==> config.mk <==
export PLATFORM = sky130hd
export DESIGN_NAME = serial_tx
export DESIGN_NICKNAME = d
export VERILOG_FILES = /design/src/rtl/serial_tx_pkg.sv /design/src/rtl/serial_tx_baud_gen.sv /design/src/rtl/serial_tx.sv
export SDC_FILE = /design/constraint.sdc
export NUM_CORES = 1
export LEC_CHECK = 0
export BUFFER_PORTS_ARGS = -buffer_cell sky130_fd_sc_hd__buf_2
export CORE_UTILIZATION = 40
export CTS_CLUSTER_SIZE = 12
export DETAILED_ROUTE_END_ITERATION = 7
export GPL_ROUTABILITY_DRIVEN = 0
export GPL_TIMING_DRIVEN = 0
export HOLD_SLACK_MARGIN = 0.06
export PLACE_DENSITY = 0.67
export SYNTH_ARGS = -nofsm -noshare
export SYNTH_HDL_FRONTEND = slang
export SYNTH_SLANG_ARGS = --single-unit
export TNS_END_PERCENT = 10
==> constraint.sdc <==
create_clock -name clk -period 1.95 [get_ports clk]
set_input_delay 0.39 -clock clk [delete_from_list [all_inputs] [get_ports clk]]
set_output_delay 0.39 -clock clk [all_outputs]
set_load 0.01 [all_outputs]
==> src/rtl/serial_tx_pkg.sv <==
// Shared definitions for the serial frame transmitter: state encoding,
// line levels and a counter-width helper.
package serial_tx_pkg;

    typedef enum logic [2:0] {
        IDLE   = 3'd0,
        START  = 3'd1,
        DATA   = 3'd2,
        PARITY = 3'd3,
        STOP   = 3'd4
    } tx_state_t;

    localparam logic LINE_IDLE  = 1'b1;
    localparam logic LINE_START = 1'b0;

    // A counter over n values needs at least one bit, even when n is 1.
    function automatic int cnt_width(input int n);
        return (n > 1) ? $clog2(n) : 1;
    endfunction

endpackage

==> src/rtl/serial_tx_baud_gen.sv <==
// Bit-period timer: counts 0..CLKS_PER_BIT-1 while enabled and flags the
// last cycle of each bit period.
(* block_name = "serial_tx_baud_gen", block_version = "1.0" *)
module serial_tx_baud_gen
    import serial_tx_pkg::*;
#(
    parameter int CLKS_PER_BIT = 4
) (
    (* port_role = "clock" *)  input  logic clk,
    (* port_role = "reset" *)  input  logic rst,
    (* port_role = "enable" *) input  logic en,
    (* port_role = "tick" *)   output logic tick
);

    localparam int CNT_W = cnt_width(CLKS_PER_BIT);
    localparam logic [CNT_W-1:0] CNT_LAST = CNT_W'(CLKS_PER_BIT - 1);

    (* net_role = "baud_counter" *)
    logic [CNT_W-1:0] count;

    always_ff @(posedge clk or posedge rst) begin
        if (rst) begin
            count <= '0;
        end else if (!en || (count == CNT_LAST)) begin
            count <= '0;
        end else begin
            count <= count + CNT_W'(1);
        end
    end

    assign tick = en && (count == CNT_LAST);

endmodule

==> src/rtl/serial_tx.sv <==
// Bit-serial frame transmitter: start bit, data LSB first, optional even
// parity, stop bit. Words arrive over a valid/ready handshake.
(* block_name = "serial_tx", block_version = "1.0" *)
module serial_tx
    import serial_tx_pkg::*;
#(
    parameter int DATA_WIDTH   = 8,
    parameter int CLKS_PER_BIT = 4,
    parameter int PARITY_EN    = 1
) (
    (* port_role = "clock" *)        input  logic                  clk,
    (* port_role = "reset" *)        input  logic                  rst,
    (* port_role = "word" *)         input  logic [DATA_WIDTH-1:0] tx_data,
    (* port_role = "word_valid" *)   input  logic                  tx_valid,
    (* port_role = "word_ready" *)   output logic                  tx_ready,
    (* port_role = "serial_line" *)  output logic                  tx_out,
    (* port_role = "busy" *)         output logic                  tx_busy,
    (* port_role = "frame_done" *)   output logic                  tx_done
);

    localparam int BIT_W = cnt_width(DATA_WIDTH);
    localparam logic [BIT_W-1:0] BIT_LAST = BIT_W'(DATA_WIDTH - 1);

    (* net_role = "fsm_state" *)
    tx_state_t state;
    (* net_role = "fsm_state_next" *)
    tx_state_t state_next;
    (* net_role = "bit_index" *)
    logic [BIT_W-1:0] bit_idx;
    (* net_role = "shift_register" *)
    logic [DATA_WIDTH-1:0] shift_reg;
    (* net_role = "parity_bit" *)
    logic parity_bit;

    logic                  tick;
    logic                  accept;
    logic [DATA_WIDTH-1:0] shift_shr;
    logic                  tx_out_next;
    logic                  tx_done_next;

    assign tx_ready  = (state == IDLE);
    assign tx_busy   = (state != IDLE);
    assign accept    = tx_valid && tx_ready;
    assign shift_shr = shift_reg >> 1;

    (* inst_role = "bit_timer" *)
    serial_tx_baud_gen #(
        .CLKS_PER_BIT(CLKS_PER_BIT)
    ) u_baud (
        .clk  (clk),
        .rst  (rst),
        .en   (tx_busy),
        .tick (tick)
    );

    always_ff @(posedge clk or posedge rst) begin
        if (rst) begin
            state <= IDLE;
        end else begin
            state <= state_next;
        end
    end

    always_comb begin
        state_next = state;
        case (state)
            IDLE:    if (accept) state_next = START;
            START:   if (tick) state_next = DATA;
            DATA: begin
                if (tick && (bit_idx == BIT_LAST)) begin
                    state_next = (PARITY_EN != 0) ? PARITY : STOP;
                end
            end
            PARITY:  if (tick) state_next = STOP;
            STOP:    if (tick) state_next = IDLE;
            default: state_next = IDLE;
        endcase
    end

    // The line is registered, so its next value is derived from where the
    // FSM and shift register are headed rather than where they are.
    always_comb begin
        tx_out_next  = LINE_IDLE;
        tx_done_next = 1'b0;
        case (state_next)
            START:   tx_out_next = LINE_START;
            DATA:    tx_out_next = (state == DATA && tick) ? shift_shr[0] : shift_reg[0];
            PARITY:  tx_out_next = parity_bit;
            default: tx_out_next = LINE_IDLE;
        endcase
        if ((state == STOP) && (state_next == IDLE)) begin
            tx_done_next = 1'b1;
        end
    end

    always_ff @(posedge clk or posedge rst) begin
        if (rst) begin
            shift_reg  <= '0;
            bit_idx    <= '0;
            parity_bit <= 1'b0;
        end else if (accept) begin
            shift_reg  <= tx_data;
            bit_idx    <= '0;
            parity_bit <= ^tx_data;
        end else if ((state == DATA) && tick) begin
            shift_reg <= shift_shr;
            bit_idx   <= (bit_idx == BIT_LAST) ? '0 : bit_idx + BIT_W'(1);
        end
    end

    always_ff @(posedge clk or posedge rst) begin
        if (rst) begin
            tx_out  <= LINE_IDLE;
            tx_done <= 1'b0;
        end else begin
            tx_out  <= tx_out_next;
            tx_done <= tx_done_next;
        end
    end

endmodule

==> results.cfg <==
[job]
maxCapViolCount = 0

[clock_network]
root_buffer = clkbuf_4
cts_setup_buffers = 0
clkSinkCount = 19
clk_path_buf_depth = 2
post_cts_resized = 0
clk_pin_slew_ns = 0.10
cts_buffers = 3
clock_latency_ns = 0.30
cts_tree = done
cts-htree-levels = 1
cts_hold_buf = 0

[die]
die_area_um2 = 2600
core-area_um2 = 2230
pin_count = 15
dieHeight_um = 51.0
start_util_pct = 43.0
die_x_um = 51.0
num_rows = 17

[placement]
io_buffers = 14
place_hpwl_mm = 1.25
dp.cells = 136

[power_and_ir_drop]
p_int_w = 0.000874
leakage_nw = 0.502
ir_drop_uv = 671
p_seq_share_pct = 48.3
p_sw_w = 0.000516
swShare_pct = 37.1
power-per-cell-area_nw_per_um2 = 1270
pwr-share-clk_pct = 14.1
p_comb_share_pct = 37.7

[detailed_routing]
first_iter_violations = 14
viasPerCell = 5.05
detail-route-antenna-nets = 0
vias = 707
route.detailed.drc = 0
wl_per_cell_um = 12.3
dr.pass1.iters = 4
routed_wirelength_mm = 1.72

[global_routing]
met1_usage_pct = 19.3
antenna_found_initial = 0
top_usage_layer = met2
grt_usage_pct = 16.8
grt_overflow_total = 0
grt_max_degree = 20
grt_pass1_wl_mm = 3.15
use_met3_pct = 2.98
use_met2_pct = 29.8
grt_pass1_vias = 752

[logic_synthesis]
async_flop_share_pct = 100
netlist_area_um2 = 960
synth_commonest_cells = dfrtp_1, o21ai_0, nand2_1, inv_1, xnor2_1
syn_nets = 108
syn_area_per_cell_um2 = 10.2
yosysMostFrequentCell = dfrtp_1
ys_warn_count = 0
yosysSeqAreaShare_pct = 49.7
ys_ff_latch = 19
synth_flop_cell = dfrtp_1
synth-edff-count = 0
synth.area.top_cells = dfrtp_1, xnor2_1, o21ai_0, a22oi_1, ha_1
netlist_instances = 94
synth_top_area_share_pct = 46.9
synth_top_cell_by_area = dfrtp_1
synth.distinct_cells = 27

[worst_setup_path]
worstSetupStartpointType = register
r2r-end = tx_out$_DFF_PP1_
slowest_stage = dfrtp_1
r2r-start = bit_idx[0]$_DFFE_PP0P_
path_class = register to output pin
required_ns = 1.56
cp_data_arrival_time_ns = 1.40
cp_max_fo = 9
crit_path_end_kind = output pin
rr_worst_depth = 6
worst-r2r-setup-slack_ns = 0.33
cp_cell_sequence = buf_4, nor3_1, inv_1, buf_2
slowest_delay_ns = 0.37

[finish]
fin_nets = 127
area_delta_synth_final_pct = 13.7
fin_cells = 140
n_antenna_cell = 0
drive_above_1_share_pct = 25.0
largest_reg_flops = 8

[sta]
relSlewSlack_pct = 52.3
setup_viol = 0
hold_viol_final = 0
min_period_over_period_pct = 91.9
finClkSkew_ns = 0.00573
fin_crit_ns = 1.79
finalMaxSlewViolations = 0
tightest_slew_ns = 0.715
rsz0062_at_grt = no
tns_ns = 0
max_freq_mhz = 558
hold_slack_ns = 0.194

[run_status]
outcome = finished clean

[worst_hold_path]
hold_class = input port to asynchronous set/reset pin
worst max path at each step:
| stage | startpoint | end |
|---|---|---|
| 2_1_floorplan | state[2]$_DFF_PP0_ | tx_busy |
| 3_3_place_gp | bit_idx[0]$_DFFE_PP0P_ | tx_out$_DFF_PP1_ |
| 3_5_place_dp | bit_idx[0]$_DFFE_PP0P_ | tx_out$_DFF_PP1_ |
| 4_1_cts | state[2]$_DFF_PP0_ | tx_ready |
| 5_1_grt | state[2]$_DFF_PP0_ | tx_busy |
| 6_report | state[2]$_DFF_PP0_ | tx_busy |
stage by stage:
| step | total power, W | util, % | instance area [um2] | worst slack (ns) |
|---|---|---|---|---|
| final | 0.00139 | 48.9 | 1090 | 0.158 |
| after global routing | 0.00152 | 48.9 | 1090 | 0.0613 |
| after CTS | 0.00141 | 48.9 | 1090 | 0.132 |
| after detailed placement | 0.00120 | 47.7 | 1060 | 0.348 |
| after global placement | 0.00117 | 47.7 | 1060 | 0.347 |
| after floorplan | 0.00106 | - | 960 | 0.431 |
cell type report:
class                   count  area (um2)
fillers                   227        1140
flip-flops and latches     19         477
multi-input cells          62         424
repair buffers             14        70.1
well taps                  28        35.0
inverters                   9        33.8
clock buffers               4        26.3
plain buffers               4        25.0
power groups by stage:
| stage | registers, W | clock network [W] | logic (W) |
|---|---|---|---|
| after floorplan | 0.000658 | 0 | 0.000402 |
| after global placement | 0.000670 | 0 | 0.000502 |
| after detailed placement | 0.000679 | 0 | 0.000526 |
| after CTS | 0.000672 | 0.000205 | 0.000533 |
| after global routing | 0.000693 | 0.000219 | 0.000605 |
| final | 0.000671 | 0.000195 | 0.000524 |
worst max-delay path, delay by kind of cell, from the launching register on:
| family | cells | cell delay (ns) |
|---|---|---|
| simple gates | 1 | 0.36 |
| buf+inv | 3 | 0.37 |
| flops | 1 | 0.37 |
kinds of logic (layout without fill, tap and decap cells):
family	after synthesis	count (layout)	share of synthesized area, %
buffers and inverters	13	31	6.13
AND/OR/NAND/NOR	26	26	16.3
adder cells (fa/ha/maj)	3	3	3.91
flip-flops	19	19	49.7
XOR/XNOR	7	7	6.39
AO/OA/AOI/OAI	24	24	15.5
multiplexers	2	2	2.09
placed cells by master (no fill, tap or decap), drive strengths merged, types with 2 or more instances in the layout:
cell type and n:
a21oi 4, a22oi 5, and3 2, buf 18, clkbuf 4, dfrtp 18, ha 3, inv 9
mux2i 2, nand2 11, nand3b 2, nor2 4, nor3 3, o21ai 11, xnor2 7
routing by layer:
layer	part of all wire (%)	wire (um)
met1	46	790
met3	2.8	48
met2	49	846
met4	2.1	37
met5	0	0
Note: power is estimated with default switching activity, not from simulation.
